<file path="src/rtl/softmax_pkg.sv">
// Shared types and defaults for the softmax CAM-subtract / exp-LUT engine.
package softmax_pkg;

  typedef enum logic [1:0] {IDLE, LOAD, EMIT, DONE} state_t;

  localparam int unsigned SUB_OFS_DEF = 50;
  localparam int unsigned LUT_LEN_DEF = 64;
  localparam int unsigned EXP_D_DEF   = 16;

  // Bit idx of a one-hot vector whose hot position is pos; pos < 0 yields no hot bit.
  function automatic logic onehot_bit(input int pos, input int idx);
    return pos == idx;
  endfunction

endpackage

</file>
<file path="src/rtl/softmax_exp_lut.sv">
// Exp lookup table: register array with one write port and a combinational read port.
module softmax_exp_lut #(
  parameter int unsigned EXP_D = 16,
  parameter int unsigned EW    = 32,
  localparam int unsigned AW   = $clog2(EXP_D)
) (
  input  logic          clk_i,
  input  logic          we_i,
  input  logic [AW-1:0] waddr_i,
  input  logic [EW-1:0] wdata_i,
  input  logic [AW-1:0] raddr_i,
  output logic [EW-1:0] rdata_o
);

  logic [EW-1:0] mem_q [EXP_D];

  // Contents deliberately survive reset.
  always_ff @(posedge clk_i) begin
    if (we_i && (32'(waddr_i) < EXP_D)) begin
      mem_q[waddr_i] <= wdata_i;
    end
  end

  always_comb begin
    rdata_o = '0;
    if (32'(raddr_i) < EXP_D) begin
      rdata_o = mem_q[raddr_i];
    end
  end

endmodule

</file>
<file path="src/rtl/softmax_cam_engine.sv">
// Buffers one signed vector, finds its max, then streams x[k]-max as a one-hot match vector
// plus the exp LUT value for it, accumulating a saturating sum of the exp values.
module softmax_cam_engine
  import softmax_pkg::*;
#(
  parameter int unsigned N       = 16,
  parameter int unsigned DW      = 8,
  parameter int unsigned LUT_LEN = LUT_LEN_DEF,
  parameter int unsigned SUB_OFS = SUB_OFS_DEF,
  parameter int unsigned EXP_D   = EXP_D_DEF,
  parameter int unsigned EW      = 32,
  parameter int unsigned SUM_W   = 32,
  localparam int unsigned IW     = $clog2(N),
  localparam int unsigned AW     = $clog2(EXP_D)
) (
  input  logic               clk,
  input  logic               rst,
  input  logic               start,
  input  logic               in_valid,
  output logic               in_ready,
  input  logic [DW-1:0]      in_data,
  input  logic               lut_we,
  input  logic [AW-1:0]      lut_addr,
  input  logic [EW-1:0]      lut_wdata,
  output logic               out_valid,
  input  logic               out_ready,
  output logic [LUT_LEN-1:0] out_mv,
  output logic [EW-1:0]      out_exp,
  output logic [IW-1:0]      out_idx,
  output logic               out_uflow,
  output logic               done,
  output logic [SUM_W-1:0]   sum_exp
);

  localparam int unsigned AccW = ((EW > SUM_W) ? EW : SUM_W) + 1;

  state_t state_q, state_d;
  logic [IW-1:0] cnt_q, cnt_d, k_q, k_d;
  logic last_q, last_d;
  logic signed [DW-1:0] max_q, max_d;
  logic [DW-1:0] elem_q [N];
  logic out_valid_q, out_valid_d, out_uflow_q, out_uflow_d;
  logic [LUT_LEN-1:0] out_mv_q, out_mv_d;
  logic [EW-1:0] out_exp_q, out_exp_d;
  logic [IW-1:0] out_idx_q, out_idx_d;
  logic [SUM_W-1:0] sum_q, sum_d;

  logic in_fire, out_fire, lut_wr, uflow;
  logic signed [DW:0] sub;
  logic [DW:0] neg;
  int pos;
  logic [AW-1:0] lut_raddr;
  logic [EW-1:0] lut_rdata, exp_val;
  logic [LUT_LEN-1:0] mv;
  logic [AccW-1:0] acc;

  assign in_ready  = (state_q == LOAD);
  assign in_fire   = in_valid && in_ready;
  assign out_fire  = out_valid_q && out_ready;
  assign lut_wr    = lut_we && (state_q == IDLE);
  assign done      = (state_q == DONE);
  assign out_valid = out_valid_q;
  assign out_mv    = out_mv_q;
  assign out_exp   = out_exp_q;
  assign out_idx   = out_idx_q;
  assign out_uflow = out_uflow_q;
  assign sum_exp   = sum_q;

  softmax_exp_lut #(
    .EXP_D(EXP_D),
    .EW   (EW)
  ) u_lut (
    .clk_i  (clk),
    .we_i   (lut_wr),
    .waddr_i(lut_addr),
    .wdata_i(lut_wdata),
    .raddr_i(lut_raddr),
    .rdata_o(lut_rdata)
  );

  // Difference is taken one bit wider than the data so it can never wrap.
  always_comb begin
    sub       = {elem_q[k_q][DW-1], elem_q[k_q]} - {max_q[DW-1], max_q};
    neg       = -sub;
    pos       = int'(sub) + int'(SUB_OFS);
    uflow     = (pos < 0);
    mv        = '0;
    for (int i = 0; i < int'(LUT_LEN); i++) begin
      mv[i] = onehot_bit(pos, i);
    end
    lut_raddr = AW'(neg);
    exp_val   = (int'(neg) < int'(EXP_D)) ? lut_rdata : '0;
    acc       = AccW'(sum_q) + AccW'(out_exp_q);
  end

  always_comb begin
    state_d     = state_q;
    cnt_d       = cnt_q;
    k_d         = k_q;
    last_d      = last_q;
    max_d       = max_q;
    out_valid_d = out_valid_q;
    out_mv_d    = out_mv_q;
    out_exp_d   = out_exp_q;
    out_idx_d   = out_idx_q;
    out_uflow_d = out_uflow_q;
    sum_d       = sum_q;
    unique case (state_q)
      IDLE: begin
        if (start) begin
          state_d = LOAD;
          cnt_d   = '0;
          sum_d   = '0;
        end
      end
      LOAD: begin
        if (in_fire) begin
          if (cnt_q == '0 || $signed(in_data) > max_q) begin
            max_d = $signed(in_data);
          end
          cnt_d = cnt_q + 1'b1;
          if (cnt_q == IW'(N - 1)) begin
            state_d = EMIT;
            k_d     = '0;
            last_d  = 1'b0;
          end
        end
      end
      EMIT: begin
        if (out_fire) begin
          out_valid_d = 1'b0;
          sum_d = (acc > AccW'({SUM_W{1'b1}})) ? '1 : SUM_W'(acc);
          if (out_idx_q == IW'(N - 1)) begin
            state_d = DONE;
          end
        end
        if ((!out_valid_q || out_ready) && !last_q) begin
          out_valid_d = 1'b1;
          out_mv_d    = mv;
          out_exp_d   = exp_val;
          out_idx_d   = k_q;
          out_uflow_d = uflow;
          k_d         = k_q + 1'b1;
          last_d      = (k_q == IW'(N - 1));
        end
      end
      DONE: state_d = IDLE;
      default: state_d = IDLE;
    endcase
  end

  always_ff @(posedge clk or negedge rst) begin
    if (!rst) begin
      state_q     <= IDLE;
      cnt_q       <= '0;
      k_q         <= '0;
      last_q      <= 1'b0;
      max_q       <= '0;
      out_valid_q <= 1'b0;
      out_mv_q    <= '0;
      out_exp_q   <= '0;
      out_idx_q   <= '0;
      out_uflow_q <= 1'b0;
      sum_q       <= '0;
    end else begin
      state_q     <= state_d;
      cnt_q       <= cnt_d;
      k_q         <= k_d;
      last_q      <= last_d;
      max_q       <= max_d;
      out_valid_q <= out_valid_d;
      out_mv_q    <= out_mv_d;
      out_exp_q   <= out_exp_d;
      out_idx_q   <= out_idx_d;
      out_uflow_q <= out_uflow_d;
      sum_q       <= sum_d;
    end
  end

  always_ff @(posedge clk) begin
    if (in_fire) begin
      elem_q[cnt_q] <= in_data;
    end
  end

endmodule

</file>
<file path="config.mk">
export PLATFORM = sky130hd
export DESIGN_NAME = softmax_cam_engine
export DESIGN_NICKNAME = d
export VERILOG_FILES = /design/src/rtl/softmax_pkg.sv /design/src/rtl/softmax_exp_lut.sv /design/src/rtl/softmax_cam_engine.sv
export SDC_FILE = /design/constraint.sdc
export NUM_CORES = 1
export LEC_CHECK = 0
export ABC_AREA = 0
export BUFFER_PORTS_ARGS = -buffer_cell sky130_fd_sc_hd__buf_2
export CAP_MARGIN = 5
export CORE_MARGIN = 4
export CORE_UTILIZATION = 30
export DETAILED_ROUTE_END_ITERATION = 8
export GPL_ROUTABILITY_DRIVEN = 0
export GPL_TIMING_DRIVEN = 0
export PLACE_DENSITY_LB_ADDON = 0.15
export SYNTH_ARGS = -nofsm -noshare
export SYNTH_HDL_FRONTEND = slang
export SYNTH_SLANG_ARGS = --single-unit
</file>
<file path="constraint.sdc">
create_clock -name clk -period 8.8 [get_ports clk]
set_input_delay 1.76 -clock clk [delete_from_list [all_inputs] [get_ports clk]]
set_output_delay 1.76 -clock clk [all_outputs]
set_load 0.05 [all_outputs]
</file>
==> run_summary.xml, run 1 <==
<?xml version="1.0" encoding="UTF-8"?>
<metrics>
  <group name="critical_path">
    <metric name="timing.critical_path.mode_cell" unit="">sky130_fd_sc_hd__clkbuf_1</metric>
    <metric name="crit_chain" unit="">clkbuf_1, clkbuf_1, mux4_2, mux4_2, inv_1, ha_1, fa_1, inv_1, ha_1, clkbuf_1, clkbuf_1, mux4_2, nand2_1, nand3b_1, a32o_1</metric>
    <metric name="worstPathMaxFanout" unit="">10</metric>
    <metric name="worst_path_largest_cell_delay" unit="ns">0.79</metric>
    <metric name="critPathLaunchType" unit="">flip-flop</metric>
    <metric name="timing.critical_path.to_type" unit="">flip-flop</metric>
    <metric name="setup.worst_path.class" unit="">reg2reg</metric>
    <metric name="cp.arrival" unit="ns">7.13</metric>
    <metric name="critical_path_required" unit="ns">9.33</metric>
    <metric name="timing.critical_path.slowest_stage_cell" unit="">sky130_fd_sc_hd__clkbuf_1</metric>
  </group>
  <group name="die">
    <metric name="start_util" unit="">0.302</metric>
    <metric name="core_area" unit="sq um">109000</metric>
    <metric name="fp.dieW" unit="um">339</metric>
    <metric name="placement_rows" unit="">121</metric>
    <metric name="ios" unit="">186</metric>
    <metric name="floorplan.die_area" unit="sq um">115000</metric>
    <metric name="fp.dieH" unit="um">339</metric>
  </group>
  <group name="clocking">
    <metric name="clockRootBuffer" unit="">sky130_fd_sc_hd__clkbuf_16</metric>
    <metric name="cts_sinks" unit="">793</metric>
    <metric name="post_cts_hold_buffer_count" unit="">0</metric>
    <metric name="clk_pin_slew_worst_paths" unit="ns">0.06</metric>
    <metric name="cts_htree_levels" unit="">3</metric>
    <metric name="cts_tree" unit="">built</metric>
    <metric name="cts_setup_buffers" unit="">0</metric>
    <metric name="clock_insertion_delay_worst_skew" unit="ns">0.65</metric>
    <metric name="cts_buffers" unit="">90</metric>
    <metric name="post_cts.resized_instances" unit="">0</metric>
    <metric name="cts.path.max_buffers" unit="">3</metric>
  </group>
  <group name="timing">
    <metric name="timing_max_transition_violations_final" unit="">0</metric>
    <metric name="period_needed" unit="ns">6.60</metric>
    <metric name="final.setup_skew" unit="ns">0.0288</metric>
    <metric name="final.period_utilization" unit="">0.750</metric>
    <metric name="final_report_hold_violation_count" unit="">0</metric>
    <metric name="rsz0062_at_grt" unit="">false</metric>
    <metric name="worst_slew_margin_rel" unit="">0.185</metric>
    <metric name="finalSetupViolCount" unit="">0</metric>
    <metric name="worst_slew_pin_slew" unit="ns">1.22</metric>
    <metric name="totalNegativeSetupSlack" unit="ns">0</metric>
    <metric name="max_freq" unit="GHz">0.152</metric>
  </group>
  <group name="finish">
    <metric name="final-instance-count-excl-fill" unit="">3817</metric>
    <metric name="design.final.nets" unit="">2438</metric>
    <metric name="layout-area-overhead-vs-synth" unit="%">19.1</metric>
    <metric name="most_frequent_cells_in_the_layout" unit="">640 x sky130_fd_sc_hd__edfxtp_1, 306 x sky130_fd_sc_hd__nand2_1, 191 x sky130_fd_sc_hd__buf_2</metric>
    <metric name="final_common_cell" unit="">sky130_fd_sc_hd__edfxtp_1</metric>
    <metric name="post-route-cell-area" unit="sq um">39200</metric>
    <metric name="drive_gt1_frac" unit="">0.237</metric>
  </group>
  <group name="global_routing">
    <metric name="first_global_vias" unit="">20200</metric>
    <metric name="grt_start_max_net_pins" unit="">108</metric>
    <metric name="grt_pass1_wl" unit="um">138000</metric>
    <metric name="grt_usage" unit="">0.163</metric>
    <metric name="grt_overflow_total" unit="">0</metric>
    <metric name="initial_antenna_violation_count" unit="">14</metric>
  </group>
  <group name="flow_run">
    <metric name="drv_cap" unit="">0</metric>
  </group>
  <group name="place">
    <metric name="place_area" unit="sq um">36200</metric>
    <metric name="post-dp-hpwl" unit="um">67700</metric>
    <metric name="place_inst" unit="">3643</metric>
    <metric name="buffer_ports.inserted" unit="">185</metric>
  </group>
  <group name="routing">
    <metric name="detail_route.vias_per_cell" unit="">4.99</metric>
    <metric name="detailedRoute.firstIterationViolations" unit="">1454</metric>
    <metric name="final_wirelength" unit="um">94300</metric>
    <metric name="routed-via-count" unit="">19100</metric>
    <metric name="drt_drc_violations_left" unit="">0</metric>
    <metric name="drt-wirelength-per-cell" unit="um">24.7</metric>
    <metric name="drt_first_pass_iters" unit="">8</metric>
    <metric name="route.antenna.remaining_nets" unit="">0</metric>
  </group>
  <group name="synthesis">
    <metric name="synth_cell_type_count" unit="">62</metric>
    <metric name="syn_area" unit="sq um">32900</metric>
    <metric name="synth-seq-cells" unit="">793</metric>
    <metric name="syn-num-nets" unit="">2129</metric>
    <metric name="synth.avg_cell_area" unit="sq um">16.3</metric>
    <metric name="synth-edff-count" unit="">640</metric>
    <metric name="postSynth.asyncResetShare" unit="">0.193</metric>
    <metric name="synth_flop_cell" unit="">sky130_fd_sc_hd__edfxtp_1</metric>
    <metric name="post_synth_inst_count" unit="">2013</metric>
    <metric name="register_area_share_after_synthesis" unit="">0.701</metric>
    <metric name="synth-warning-count" unit="">0</metric>
  </group>
  <group name="min_path">
    <metric name="worst_hold_path_type" unit="">reg2reg</metric>
  </group>
  <group name="status">
    <metric name="outcome" unit="">complete, no violations</metric>
  </group>
</metrics>
-- stage by stage --
step           hold slack (ns)  setup slack [ns]  utilization
2_1_floorplan            0.450              3.91            -
3_3_place_gp             0.456              1.14        0.327
3_5_place_dp             0.470              1.99        0.333
4_1_cts                  0.483              1.99        0.360
5_1_grt                  0.501              1.67        0.360
6_report                 0.477              2.20        0.360
-- sequential cells by signal, indices dropped and copies added, names as in the netlist, 2 cells and up --
name,flops
k_q,4
out_exp,32
state_q,2
out_mv,64
sum_exp,32
cnt_q,4
out_idx,4
max_q,8
elem_q,128
u_lut.mem_q,512
-- layout make-up --
cell class                      count  area, sq um
Multi-Input combinational cell   1091         9490
Antenna cell                        3         7.51
Clock buffer                      127         2540
Tap cell                         1414         1770
Sequential cell                   793        23000
Timing Repair Buffer              217         1430
Clock inverter                     43          388
Fill cell                       10300        69700
Inverter                           38          143
Buffer                             91          350
-- path summary, 6_finish.rpt --
| path | startpoint | to | slack (ns) | depth (start not counted) |
|---|---|---|---|---|
| hold reg to reg | out_mv[9] | out_mv[9] | 0.48 | 2 |
| setup / recovery | k_q[0] | out_exp[15] | 2.20 | 15 |
| setup reg to reg | k_q[0] | out_exp[15] | 2.20 | 15 |
| max in group asynchronous | rst | out_exp[7] | 6.81 | 2 |
| min in group asynchronous | rst | out_idx[3] | 1.02 | 1 |
| hold / removal | out_mv[9] | out_mv[9] | 0.48 | 2 |
-- kinds of logic after synthesis --
kind of cell / synth area share
AO/OA/AOI/OAI: 0.0566
XOR/XNOR: 0.00746
adder cells (fa/ha/maj): 0.0256
buffers and inverters: 0.0150
flip-flops: 0.701
multiplexers: 0.120
AND/OR/NAND/NOR: 0.0750
-- synth_stat cells (all sizes together) (32+ instances only) --
master  number  area (sq um)
nand3b      33           248
clkbuf      71           267
dfrtp      153          3830
ha          64           801
mux4       168          3780
o21ai      131           659
nand2      306          1150
a21oi       39           210
a32o        32           320
nand3       54           270
inv         38           143
edfxtp     640         19200
nor2        44           165
-- worst max-delay path: cells and delay by family (launching register included) --
family	cells	cell delay, ns
flip-flops	1	0.34
adder cells (fa/ha/maj)	3	1.03
buffers and inverters	6	3.05
multiplexers	3	1.52
AND/OR/NAND/NOR	2	0.24
AO/OA/AOI/OAI	1	0.28
-- metal layers --
| layer | vias up | GRT usage | wire (um) |
|---|---|---|---|
| li1 | 8485 | - | - |
| met1 | 9954 | 0.206 | 39900 |
| met2 | 468 | 0.282 | 47200 |
| met3 | 141 | 0.0373 | 5220 |
| met4 | 10 | 0.0421 | 1920 |
| met5 | - | 0 | 69 |
Power of run 1 is not shown: default switching activity piles up to over one toggle a cycle in this logic, so the estimate is an artifact.
==> run 2, diff against run 1 <==
==> constraint.sdc (replaced) <==
create_clock -name clk -period 6.1 [get_ports clk]
set_input_delay 1.22 -clock clk [delete_from_list [all_inputs] [get_ports clk]]
set_output_delay 1.22 -clock clk [all_outputs]
set_load 0.05 [all_outputs]
==> run 2 against run 1 <==
Effect of this change: first-iteration DRC count is 0.34% lower; via count barely moved; design area barely moved; hold slack lost 0.0015 ns; clock skew rose by 0.0029 ns; utilization about the same; critical path type unchanged.
==> run_summary.xml, run 2 (synthesized netlist as in run 1, its figures left out) <==
<?xml version="1.0" encoding="UTF-8"?>
<metrics>
  <group name="clocking">
    <metric name="clk_pin_slew_worst_paths" unit="ns">0.06</metric>
    <metric name="clock_insertion_delay_worst_skew" unit="ns">0.65</metric>
    <metric name="clockRootBuffer" unit="">sky130_fd_sc_hd__clkbuf_16</metric>
    <metric name="cts_sinks" unit="">793</metric>
    <metric name="cts.path.max_buffers" unit="">3</metric>
    <metric name="cts_setup_buffers" unit="">0</metric>
    <metric name="cts_htree_levels" unit="">3</metric>
    <metric name="post_cts_hold_buffer_count" unit="">0</metric>
    <metric name="cts_buffers" unit="">90</metric>
    <metric name="cts_tree" unit="">built</metric>
    <metric name="post_cts.resized_instances" unit="">17</metric>
  </group>
  <group name="critical_path">
    <metric name="worstPathMaxFanout" unit="">10</metric>
    <metric name="rrSetupSlack" unit="ns">0.40</metric>
    <metric name="setup.worst_path.class" unit="">reg2reg</metric>
    <metric name="reg_to_reg_critical_path_startpoint" unit="">k_q[0]</metric>
    <metric name="crit_chain" unit="">clkbuf_2, clkbuf_2, mux4_2, mux4_2, inv_1, ha_1, fa_1, inv_1, ha_1, clkbuf_2, clkdlybuf4s15_1, mux4_2, nand2_1, nand3b_1, a32o_1</metric>
    <metric name="critical_path_required" unit="ns">6.63</metric>
    <metric name="timing.critical_path.slowest_stage_cell" unit="">sky130_fd_sc_hd__clkdlybuf4s15_1</metric>
    <metric name="timing.critical_path.to_type" unit="">flip-flop</metric>
    <metric name="timing.reg2reg.worst_path_depth" unit="">15</metric>
    <metric name="cp.arrival" unit="ns">6.24</metric>
    <metric name="worst_path_largest_cell_delay" unit="ns">0.69</metric>
    <metric name="worst_r2r_endpoint" unit="">out_exp[15]</metric>
    <metric name="critPathLaunchType" unit="">flip-flop</metric>
  </group>
  <group name="finish">
    <metric name="most_frequent_cells_in_the_layout" unit="">640 x sky130_fd_sc_hd__edfxtp_1, 306 x sky130_fd_sc_hd__nand2_1, 191 x sky130_fd_sc_hd__buf_2</metric>
    <metric name="final_common_cell" unit="">sky130_fd_sc_hd__edfxtp_1</metric>
    <metric name="drive_gt1_frac" unit="">0.243</metric>
    <metric name="final-instance-count-excl-fill" unit="">3815</metric>
    <metric name="design.final.nets" unit="">2437</metric>
    <metric name="registers.top_by_ff_count" unit="">u_lut.mem_q</metric>
    <metric name="layout-area-overhead-vs-synth" unit="%">19.2</metric>
    <metric name="largest_reg_flops" unit="">512</metric>
  </group>
  <group name="timing">
    <metric name="max_freq" unit="GHz">0.175</metric>
    <metric name="worst_slew_margin_rel" unit="">0.240</metric>
    <metric name="final.period_utilization" unit="">0.935</metric>
    <metric name="finalSetupViolCount" unit="">0</metric>
    <metric name="period_needed" unit="ns">5.70</metric>
    <metric name="timing_max_transition_violations_final" unit="">0</metric>
    <metric name="final_report_hold_violation_count" unit="">0</metric>
    <metric name="rsz0062_at_grt" unit="">false</metric>
    <metric name="worst_slew_pin_slew" unit="ns">1.14</metric>
    <metric name="final.setup_skew" unit="ns">0.0317</metric>
    <metric name="totalNegativeSetupSlack" unit="ns">0</metric>
  </group>
  <group name="routing">
    <metric name="drt_first_pass_iters" unit="">8</metric>
    <metric name="drt_drc_violations_left" unit="">0</metric>
    <metric name="final_wirelength" unit="um">94300</metric>
    <metric name="routed-via-count" unit="">19100</metric>
    <metric name="detail_route.vias_per_cell" unit="">5.00</metric>
    <metric name="route.antenna.remaining_nets" unit="">0</metric>
    <metric name="drt-wirelength-per-cell" unit="um">24.7</metric>
    <metric name="detailedRoute.firstIterationViolations" unit="">1449</metric>
  </group>
  <group name="die">
    <metric name="start_util" unit="">0.302</metric>
    <metric name="core_area" unit="sq um">109000</metric>
    <metric name="floorplan.die_area" unit="sq um">115000</metric>
    <metric name="fp.dieW" unit="um">339</metric>
    <metric name="placement_rows" unit="">121</metric>
    <metric name="ios" unit="">186</metric>
    <metric name="fp.dieH" unit="um">339</metric>
  </group>
  <group name="global_routing">
    <metric name="grt_start_max_net_pins" unit="">108</metric>
    <metric name="first_global_vias" unit="">20300</metric>
    <metric name="initial_antenna_violation_count" unit="">14</metric>
    <metric name="grt_usage" unit="">0.163</metric>
    <metric name="grt_pass1_wl" unit="um">139000</metric>
    <metric name="grt_overflow_total" unit="">0</metric>
  </group>
  <group name="place">
    <metric name="post-dp-hpwl" unit="um">67700</metric>
    <metric name="place_inst" unit="">3643</metric>
    <metric name="buffer_ports.inserted" unit="">185</metric>
  </group>
  <group name="min_path">
    <metric name="worst_hold_path_type" unit="">in2async</metric>
  </group>
  <group name="flow_run">
    <metric name="drv_cap" unit="">0</metric>
  </group>
  <group name="status">
    <metric name="outcome" unit="">complete, no violations</metric>
  </group>
</metrics>
[run 2: metrics by stage]
stage | utilization | worst slack [ns] | hold slack, ns | cell area (sq um)
6_report | 0.360 | 0.398 | 0.476 | 39200
5_1_grt | 0.360 | 0.0825 | 0.488 | 39200
4_1_cts | 0.360 | 0.00179 | 0.469 | 39200
3_5_place_dp | 0.333 | -0.706 | 0.470 | 36200
3_3_place_gp | 0.327 | -1.06 | 0.456 | 35600
2_1_floorplan | - | 1.21 | 0.450 | 32900
[run 2: worst max-delay path: cells and delay by family, from the launching register on]
family,cells,cell delay [ns]
compound gates,1,0.29
fa+ha+maj,3,1.06
buf+inv,6,2.16
flops,1,0.34
mux,3,1.47
simple gates,2,0.26
[run 2: routing by layer]
layer / global-route usage / share of wire
met5: 0 / 0.00073
met4: 0.0420 / 0.020
met3: 0.0373 / 0.059
met1: 0.206 / 0.42
met2: 0.283 / 0.50
[run 2: final cells by class]
cell class	instances	area (sq um)
Multi-Input combinational cell	1091	9490
Inverter	38	143
Buffer	91	395
Fill cell	10300	69600
Timing Repair Buffer	216	1420
Clock buffer	127	2540
Sequential cell	793	23000
Antenna cell	2	5.00
Clock inverter	43	388
Tap cell	1414	1770
[run 2: how the worst max path moves through the flow]
stage,from,endpoint,cells past startpoint
after floorplan,k_q[0],out_exp[0],15
after global placement,k_q[0],out_exp[23],14
after detailed placement,k_q[0],out_exp[15],15
after CTS,k_q[0],out_exp[10],15
after global routing,k_q[0],out_exp[15],15
final,k_q[0],out_exp[15],15
Power of run 2 is left out for the same reason.
